## config.mk

```make
export PLATFORM = sky130hd
export DESIGN_NAME = ram_arbiter
export DESIGN_NICKNAME = d
export VERILOG_FILES = /design/src/rtl/ram_arb_pkg.sv /design/src/rtl/ram_arb_rsp_slot.sv /design/src/rtl/ram_arbiter.sv
export SDC_FILE = /design/constraint.sdc
export NUM_CORES = 1
export LEC_CHECK = 0
export ABC_AREA = 1
export CELL_PAD_IN_SITES_DETAIL_PLACEMENT = 0
export CELL_PAD_IN_SITES_GLOBAL_PLACEMENT = 1
export CORE_UTILIZATION = 27
export DETAILED_ROUTE_END_ITERATION = 16
export PLACE_DENSITY_LB_ADDON = 0.1
export SYNTH_ARGS = -nofsm -noshare
export SYNTH_HDL_FRONTEND = slang
export SYNTH_SLANG_ARGS = --single-unit
```

## constraint.sdc

```tcl
create_clock -name clk -period 4.73 [get_ports clk]
set_input_delay 0.7095 -clock clk [delete_from_list [all_inputs] [get_ports clk]]
set_output_delay 0.7095 -clock clk [all_outputs]
set_load 0.005 [all_outputs]
```

## src/rtl/ram_arb_pkg.sv

```systemverilog
// Shared types and defaults for the two-port RAM arbiter.
package ram_arb_pkg;

   typedef enum logic [1:0] {
      RSP_IDLE = 2'd0,
      RSP_LIVE = 2'd1,
      RSP_HOLD = 2'd2
   } rsp_state_e;

   localparam logic PORT_IFETCH = 1'b0;
   localparam logic PORT_DATA   = 1'b1;

   localparam int RAM_ARB_ADDR_BITS = 12;
   localparam int RAM_ARB_ROM_WORDS = 2048;

endpackage

```

## src/rtl/ram_arb_rsp_slot.sv

```systemverilog
// Per-port response tracker: presents RAM data the cycle after grant (0 for writes), holds it under
// backpressure. free_o tells the arbiter the slot can take a command this cycle.
module ram_arb_rsp_slot
   import ram_arb_pkg::*;
(
   input  logic        clk,
   input  logic        rst_n,
   input  logic        grant_i,
   input  logic        zero_i,
   input  logic        rsp_ready_i,
   input  logic [31:0] ram_rdata_i,
   output logic        free_o,
   output logic        rsp_valid_o,
   output logic [31:0] rsp_data_o
);

   rsp_state_e  state_q, state_d;
   logic        zero_q, zero_d;
   logic [31:0] hold_q, hold_d;
   logic [31:0] live_data;

   always_comb begin
      live_data   = zero_q ? 32'h0 : ram_rdata_i;
      rsp_valid_o = (state_q != RSP_IDLE);
      free_o      = (state_q == RSP_IDLE) || rsp_ready_i;
      rsp_data_o  = 32'h0;
      case (state_q)
         RSP_LIVE: rsp_data_o = live_data;
         RSP_HOLD: rsp_data_o = hold_q;
         default:  rsp_data_o = 32'h0;
      endcase
   end

   // A grant can only arrive while free, so it always wins over the drain transitions.
   always_comb begin
      state_d = state_q;
      zero_d  = zero_q;
      hold_d  = hold_q;
      if (grant_i) begin
         state_d = RSP_LIVE;
         zero_d  = zero_i;
      end else begin
         case (state_q)
            RSP_LIVE: begin
               if (rsp_ready_i) begin
                  state_d = RSP_IDLE;
               end else begin
                  state_d = RSP_HOLD;
                  hold_d  = live_data;
               end
            end
            RSP_HOLD: if (rsp_ready_i) state_d = RSP_IDLE;
            default:  state_d = RSP_IDLE;
         endcase
      end
   end

   always_ff @(posedge clk or negedge rst_n) begin
      if (!rst_n) begin
         state_q <= RSP_IDLE;
         zero_q  <= 1'b0;
         hold_q  <= 32'h0;
      end else begin
         state_q <= state_d;
         zero_q  <= zero_d;
         hold_q  <= hold_d;
      end
   end

endmodule

```

## src/rtl/ram_arbiter.sv

```systemverilog
// Round-robin share of one single-port RAM between ifetch (port 0) and data (port 1); response in T+1,
// a stalled response blocks only its own port. RAM_ARB_ROM_PROTECT_EN rejects data writes below ROM_WORDS.
module ram_arbiter
   import ram_arb_pkg::*;
#(
   parameter int ADDR_BITS = RAM_ARB_ADDR_BITS
`ifdef RAM_ARB_ROM_PROTECT_EN
   ,
   parameter int ROM_WORDS = RAM_ARB_ROM_WORDS
`endif
) (
   input  logic                 clk,
   input  logic                 reset_n,
   input  logic                 i_cmd_valid,
   output logic                 i_cmd_ready,
   input  logic [ADDR_BITS-1:0] i_cmd_addr,
   output logic                 i_rsp_valid,
   input  logic                 i_rsp_ready,
   output logic [31:0]          i_rsp_data,
   input  logic                 d_cmd_valid,
   output logic                 d_cmd_ready,
   input  logic [ADDR_BITS-1:0] d_cmd_addr,
   input  logic                 d_cmd_wr,
   input  logic [3:0]           d_cmd_mask,
   input  logic [31:0]          d_cmd_data,
   output logic                 d_rsp_valid,
   input  logic                 d_rsp_ready,
   output logic [31:0]          d_rsp_data,
   output logic                 d_rsp_err,
   output logic                 ram_en,
   output logic                 ram_wr,
   output logic [ADDR_BITS-1:0] ram_addr,
   output logic [3:0]           ram_mask,
   output logic [31:0]          ram_wdata,
   input  logic [31:0]          ram_rdata
);

   logic [1:0] rst_sync_q;
   logic       rst_int_n;
   logic       ptr_q, ptr_d;
   logic       free0, free1, elig0, elig1, grant0, grant1;
   logic       rom_reject;

   always_ff @(posedge clk or negedge reset_n) begin
      if (!reset_n) rst_sync_q <= 2'b00;
      else          rst_sync_q <= {rst_sync_q[0], 1'b1};
   end
   assign rst_int_n = rst_sync_q[1];

`ifdef RAM_ARB_ROM_PROTECT_EN
   logic err_q;
   assign rom_reject = d_cmd_wr && (int'(d_cmd_addr) < ROM_WORDS);
   always_ff @(posedge clk or negedge rst_int_n) begin
      if (!rst_int_n)  err_q <= 1'b0;
      else if (grant1) err_q <= rom_reject;
   end
   assign d_rsp_err = d_rsp_valid & err_q;
`else
   assign rom_reject = 1'b0;
   assign d_rsp_err  = 1'b0;
`endif

   // Gated by the synchronised reset so nothing is granted until the release has propagated.
   assign elig0  = i_cmd_valid & free0;
   assign elig1  = d_cmd_valid & free1;
   assign grant0 = rst_int_n & elig0 & (!elig1 || ptr_q == PORT_IFETCH);
   assign grant1 = rst_int_n & elig1 & (!elig0 || ptr_q == PORT_DATA);

   assign i_cmd_ready = grant0;
   assign d_cmd_ready = grant1;

   always_comb begin
      ptr_d = ptr_q;
      if (grant0)      ptr_d = PORT_DATA;
      else if (grant1) ptr_d = PORT_IFETCH;
   end

   always_ff @(posedge clk or negedge rst_int_n) begin
      if (!rst_int_n) ptr_q <= PORT_IFETCH;
      else            ptr_q <= ptr_d;
   end

   always_comb begin
      ram_en    = 1'b0;
      ram_wr    = 1'b0;
      ram_addr  = '0;
      ram_mask  = 4'h0;
      ram_wdata = 32'h0;
      if (grant0) begin
         ram_en   = 1'b1;
         ram_addr = i_cmd_addr;
         ram_mask = 4'hF;
      end else if (grant1) begin
         ram_en    = 1'b1;
         ram_wr    = d_cmd_wr & ~rom_reject;
         ram_addr  = d_cmd_addr;
         ram_mask  = d_cmd_mask;
         ram_wdata = d_cmd_data;
      end
   end

   ram_arb_rsp_slot u_slot_if (
      .clk         (clk),
      .rst_n       (rst_int_n),
      .grant_i     (grant0),
      .zero_i      (1'b0),
      .rsp_ready_i (i_rsp_ready),
      .ram_rdata_i (ram_rdata),
      .free_o      (free0),
      .rsp_valid_o (i_rsp_valid),
      .rsp_data_o  (i_rsp_data)
   );

   ram_arb_rsp_slot u_slot_d (
      .clk         (clk),
      .rst_n       (rst_int_n),
      .grant_i     (grant1),
      .zero_i      (d_cmd_wr),
      .rsp_ready_i (d_rsp_ready),
      .ram_rdata_i (ram_rdata),
      .free_o      (free1),
      .rsp_valid_o (d_rsp_valid),
      .rsp_data_o  (d_rsp_data)
   );

endmodule
```

**After elaboration in Yosys (flattened, before gate mapping)**

Cells that the tools add are included.

- Equal/unequal tests: 6
- Multiplexer cells: 23
- Bitwise gates (word level): 11
- Reduce and logical (&&, ||, !) cells: 13

Operators by type and width:

| operator | number |
|---|---|
| 32-bit case mux with 2 select lines | 2 |
| 32-bit 2-to-1 mux | 3 |
| 12-bit 2-to-1 mux | 2 |
| 2-bit 2-to-1 mux | 6 |
| 4-bit 2-to-1 mux | 2 |
| 2-bit case mux with 2 select lines | 2 |
| 1-bit bitwise AND | 6 |
| 1-bit 2-to-1 mux | 6 |
| 3-bit inequality test (second input constant) | 2 |
| 3-bit AND reduction | 2 |
| 2-bit nonzero test | 3 |
| 1-bit NOT | 5 |
| 2-bit by 1-bit == test with 1-bit output (second input constant) | 2 |
| 2-bit == test (second input constant) | 2 |
| 2-bit zero test | 2 |
| 1-bit logical OR | 4 |
| 1-bit zero test | 2 |

- Register bits: 72
- Bits of input ports: 99
- Word-level logic and storage cells: 60

**Depth between registers and ports, before layout**

- Depth in word-level cells: 8
- Depth in mapped cells: 10
- Mapped depth without buffers: 9

**By module**

From an unflattened synthesis, not the netlist that was laid out.

- Cells, all modules: 816
- Area, all modules: 5275.1 um2

By module, submodules not included:

| module | times used | cells each | area an instance (um2) | sequential area each (um2) |
|---|---|---|---|---|
| ram_arb_rsp_slot | 2 | 338 | 2274.7 | 875.8 |
| ram_arbiter | 1 | 140 | 725.7 | 75.1 |

**Worst setup path before layout**

Ideal clock, no wire load.

- Path type: reg-to-output
- Start point: register rst_sync_q[1]
- End point: output port ram_addr[10]
- Arrival time: 2.924 ns
- Slack: 1.097 ns
- Stages on the path, launching flop included: 8
- Buffers on the path: 1
- Cells stage by stage: dfrtp_1 inv_1 nor3_4 nand2_4 inv_2 buf_4 nand2_1 nand2_1

- Longest elaborated chain between the ends: 4
- Elaborated cells on any way between the ends: 6
- Those cells by class: mux: 2; bitwise: 4

RTL lines:

| element | line | source |
|---|---|---|
| start: declaration | ram_arbiter.sv:38 | `logic [1:0] rst_sync_q;` |
| start signal: assignment | ram_arbiter.sv:46 | `else rst_sync_q <= {rst_sync_q[0], 1'b1};` |
| 1-bit bitwise AND (2 in a row) | ram_arbiter.sv:67 | `assign grant1 = rst_int_n & elig1 & (!elig0 \|\| ptr_q == PORT_DATA);` |
| via d_cmd_ready | ram_arbiter.sv:21 | `output logic d_cmd_ready,` |
| 12-bit 2-to-1 mux | ram_arbiter.sv:93 | `end else if (grant1) begin` |
| 12-bit 2-to-1 mux | ram_arbiter.sv:89 | `if (grant0) begin` |
| end: declaration | ram_arbiter.sv:32 | `output logic [ADDR_BITS-1:0] ram_addr,` |

The timed path passes the listed nets, and every way through them passes these cells.

**Worst setup path in the final report**

- Start point: register u_slot_d.state_q[1]
- End point: output port d_rsp_data[15]

- Longest elaborated chain between the ends: 2
- Elaborated cells on any way between the ends: 3
- Those cells by class: eq/ne: 2; mux: 1

RTL lines:

| element | line | source |
|---|---|---|
| start: declaration | ram_arb_rsp_slot.sv:17 | `rsp_state_e state_q, state_d;` |
| start signal: assignment | ram_arb_rsp_slot.sv:64 | `state_q <= state_d;` |
| 2-bit == test / 2-bit by 1-bit == test with 1-bit output (equally long branches) | ram_arb_rsp_slot.sv:27 | `case (state_q)` |
| 32-bit case mux with 2 select lines * | ram_arb_rsp_slot.sv:27 |  |
| end: declaration | ram_arbiter.sv:28 | `output logic [31:0] d_rsp_data,` |

Mark *: on every way between the ends. The rest lies on a longest branch, timed or not.

==> summary.txt <==
======================================================================================================
Outcome ................................................................................. complete, no violations
First-pass DRT Iterations ...............................................................            4
Data required time at the worst endpoint ................................................      4.02 ns
Count of non-filler cells in the finished layout ........................................         1144
Max-slew violations .....................................................................            0
Total clock buffers created by CTS ......................................................            9
Setup repair after global routing missed its margin .....................................           no
Number of cells produced by synthesis ...................................................          732
Standard-cell row count .................................................................           47
Area of the core ........................................................................    16600 um2
Startpoint Class ........................................................................    flip-flop
Layout overhead on the synthesized area .................................................        56.7%
Total of max-cap violations .............................................................            0
Residual overflow from global routing ...................................................            0
CTS Buffer Depth ........................................................................            2
Footprint of the multi-input gates ......................................................     2170 um2
RePlAce Congestion ......................................................................        0.782
Sum of negative setup slack .............................................................         0 ns
Most congested layer reported by global routing .........................................         met2
Share of total power consumed by net switching ..........................................        29.8%
Net switching component of the power ....................................................       671 uW
Setup slack of the most critical reg-to-reg path ........................................      1.96 ns
Total power draw ........................................................................      2250 uW
Flip-flop and latch count after synthesis ...............................................           72
Sequential share of the synthesized area ................................................        39.1%
Final ANT Viol Nets .....................................................................            0
Register cell area after layout .........................................................     1810 um2
H-tree depth ............................................................................            3
Number of flops mapped to enable cells by yosys .........................................            0
ANT cells ...............................................................................            0
Critical path peak fanout ...............................................................           21
Kind of path behind the tightest hold check .............................................      reg2reg
Width of the die ........................................................................       133 um
Post-layout minimum cycle time ..........................................................      3.84 ns
Die span in y ...........................................................................       133 um
PostCTS Resize Cnt ......................................................................            0
Max-slew headroom .......................................................................        25.2%
Warnings, synthesis .....................................................................            0
Fraction of the core area covered by cells at the end of the flow .......................        43.4%
Number of global-route vias before repair ...............................................         4937
Cell area power density .................................................................   311 nW/um2
Number of buffers inserted by post-CTS setup repair .....................................            0
Pin count of the biggest net entering global routing ....................................           71
Final worst-path cycle share ............................................................        81.2%
Classification of the worst setup path ..................................................      reg2out
Hold buffers post-CTS ...................................................................            0
Leakage power figure ....................................................................   0.00336 uW
Total standard cell area after synthesis ................................................     4610 um2
Final Worst Setup Slack .................................................................     0.891 ns
Yosys top cell area share ...............................................................        39.1%
TritonCTS Sinks .........................................................................           72
Fraction of final layout cells sized beyond drive strength 1 ............................        3.68%
Met2 global-route usage .................................................................        33.5%
Area leader, netlist .................................................................... sky130_fd_sc_hd__dfrtp_1
Initial standard-cell utilization of the core ...........................................        27.7%
Internal power of the cells .............................................................      1580 uW
Predominant post-synthesis flop cell .................................................... sky130_fd_sc_hd__dfrtp_1
Port-buffer cells .......................................................................          216
Inst Count DP ...........................................................................         1128
Wire length of the first global-routing pass ............................................      26.9 mm
Hold Vio Cnt, Final .....................................................................            0
Power share of the clock group ..........................................................        35.8%
Async SR Flop Fraction ..................................................................         100%
Critical path endpoint category .........................................................  output port
Post-Syn Area per Cell ..................................................................     6.30 um2
Detailed-route via count ................................................................         5138
Final setup vio count ...................................................................            0
# DRC ...................................................................................            0
Synth cell types ........................................................................           21
Clock transition at the register clock pins on the worst setup and hold paths after CTS .      0.06 ns
Number of top-level design ports ........................................................          218
Top cells by count, synth ............................................................... sky130_fd_sc_hd__nand2_1, sky130_fd_sc_hd__inv_1, sky130_fd_sc_hd__dfrtp_1
Combinational share of power ............................................................        24.5%
Number of nets in the finished design ...................................................         1024
Total Routing Usage GR ..................................................................        19.6%
Die area ................................................................................    17600 um2
Iteration-0 DRC Markers .................................................................          327
Clock root cell ......................................................................... sky130_fd_sc_hd__clkbuf_16
Slew at the pin closest to its max-slew limit ...........................................      1.12 ns
Layout fillers ..........................................................................         1715
Worst clock skew on the final layout ....................................................   0.00777 ns
Arrival time of the worst setup path ....................................................      3.13 ns
Antenna violations before repair ........................................................            0
TritonCTS clock tree ....................................................................         done
Highest clock rate ......................................................................      261 MHz
Routed WL ...............................................................................      17.0 mm
Skew-Pair Late Insertion Delay ..........................................................      0.34 ns
Global routing met3 resource utilization ................................................        4.29%
Fraction of power consumed by sequential logic ..........................................        39.7%
Post-synth net total ....................................................................          837
VDD IR-drop max .........................................................................     0.146 mV
HPWL Detailed ...........................................................................      12.0 mm
Pre-CTS setup slack .....................................................................     0.990 ns
Top-count cell post-synth ............................................................... sky130_fd_sc_hd__nand2_1
Vias per inst ...........................................................................         4.49
Main area contributors after synthesis .................................................. sky130_fd_sc_hd__dfrtp_1, sky130_fd_sc_hd__nand2_1, sky130_fd_sc_hd__inv_1
Routed wire per std cell ................................................................      14.9 um
Global routing usage on met1 ............................................................        25.1%
======================================================================================================
==> metrics by stage <==
stage                     hold slack [ns]  cell area, um2
final                               0.352            7220
after floorplan                     0.331            4610
after CTS                           0.356            7220
after global placement              0.338            6870
after global routing                0.359            7220
after detailed placement            0.342            6870
==> area by class of cell <==
cell class,instances,area share [%]
flip-flops and latches,72,25.0
repair buffers,224,30.8
clock inverters,5,1.46
multi-input cells,506,30.1
inverters,106,5.51
clock buffers,11,3.36
well taps,220,3.81
==> layout by cell type, fill, tap and decap left out <==
cell	count
sky130_fd_sc_hd__clkbuf_16	9
sky130_fd_sc_hd__nand2_2	3
sky130_fd_sc_hd__clkdlybuf4s50_1	216
sky130_fd_sc_hd__nand3_1	66
sky130_fd_sc_hd__a21oi_1	64
sky130_fd_sc_hd__o31ai_1	2
sky130_fd_sc_hd__bufinv_16	3
sky130_fd_sc_hd__dfrtp_4	1
sky130_fd_sc_hd__clkbuf_1	1
sky130_fd_sc_hd__nor3_2	1
sky130_fd_sc_hd__inv_1	104
sky130_fd_sc_hd__nand3b_1	1
sky130_fd_sc_hd__clkinvlp_4	2
sky130_fd_sc_hd__buf_4	8
sky130_fd_sc_hd__conb_1	2
sky130_fd_sc_hd__clkbuf_8	1
sky130_fd_sc_hd__o21ai_0	2
sky130_fd_sc_hd__nand2_4	1
sky130_fd_sc_hd__nand4_1	2
sky130_fd_sc_hd__nor2_1	68
sky130_fd_sc_hd__nand2_1	285
sky130_fd_sc_hd__nor3_4	1
sky130_fd_sc_hd__nor2_2	2
sky130_fd_sc_hd__inv_2	2
sky130_fd_sc_hd__dfrtp_1	71
sky130_fd_sc_hd__ha_1	6
==> sequential cells by signal (all words and copies together), names as in the netlist <==
register and count:
u_slot_d.hold_q 32, u_slot_d.zero_q 1, u_slot_if.state_q 2, rst_sync_q 2, ptr_q 1, u_slot_if.hold_q 32, u_slot_d.state_q 2
==> power groups by stage <==
stage	combinational, uW	clock (uW)	sequential [uW]
after floorplan	306	0	878
after global placement	545	0	893
after detailed placement	559	0	898
after CTS	560	822	890
after global routing	622	850	913
final	551	806	893
==> layer usage <==
metal  up-vias  routed length [um]
met5         -                   0
met4         0                 233
met3        16                 928
met2       161                8460
met1      2396                7410
li1       2565                   -
==> final timing paths <==
path | depth (start not counted) | from | end
worst max-delay path | 7 | u_slot_d.state_q[1] | d_rsp_data[15]
worst min-delay path | 0 | rst_sync_q[0] | rst_sync_q[1]
worst max register to register | 9 | u_slot_if.state_q[1] | u_slot_if.hold_q[7]
worst min register to register | 0 | rst_sync_q[0] | rst_sync_q[1]
max in group asynchronous | 1 | rst_sync_q[1] | ptr_q
min in group asynchronous | 1 | reset_n | rst_sync_q[0]
==> logic make-up (layout without fill, tap and decap cells) <==
family | count (synthesis) | in the layout | synth area share, %
AO/OA/AOI/OAI | 68 | 68 | 7.49
adder cells (fa/ha/maj) | 6 | 6 | 1.63
buffers and inverters | 154 | 346 | 13.8
flip-flops | 72 | 72 | 39.1
other | 2 | 2 | 0.163
AND/OR/NAND/NOR | 430 | 430 | 37.8
==> critical path: stages (launching register included) <==
cell and delay [ns]:
sky130_fd_sc_hd__dfrtp_1 0.40, sky130_fd_sc_hd__inv_1 0.09, sky130_fd_sc_hd__ha_1 0.48, sky130_fd_sc_hd__nand2_1 0.60
sky130_fd_sc_hd__nor2_1 0.33, sky130_fd_sc_hd__inv_1 0.06, sky130_fd_sc_hd__a21oi_1 0.25, sky130_fd_sc_hd__clkdlybuf4s50_1 0.57
Note: power is estimated with default switching activity, not from simulation.
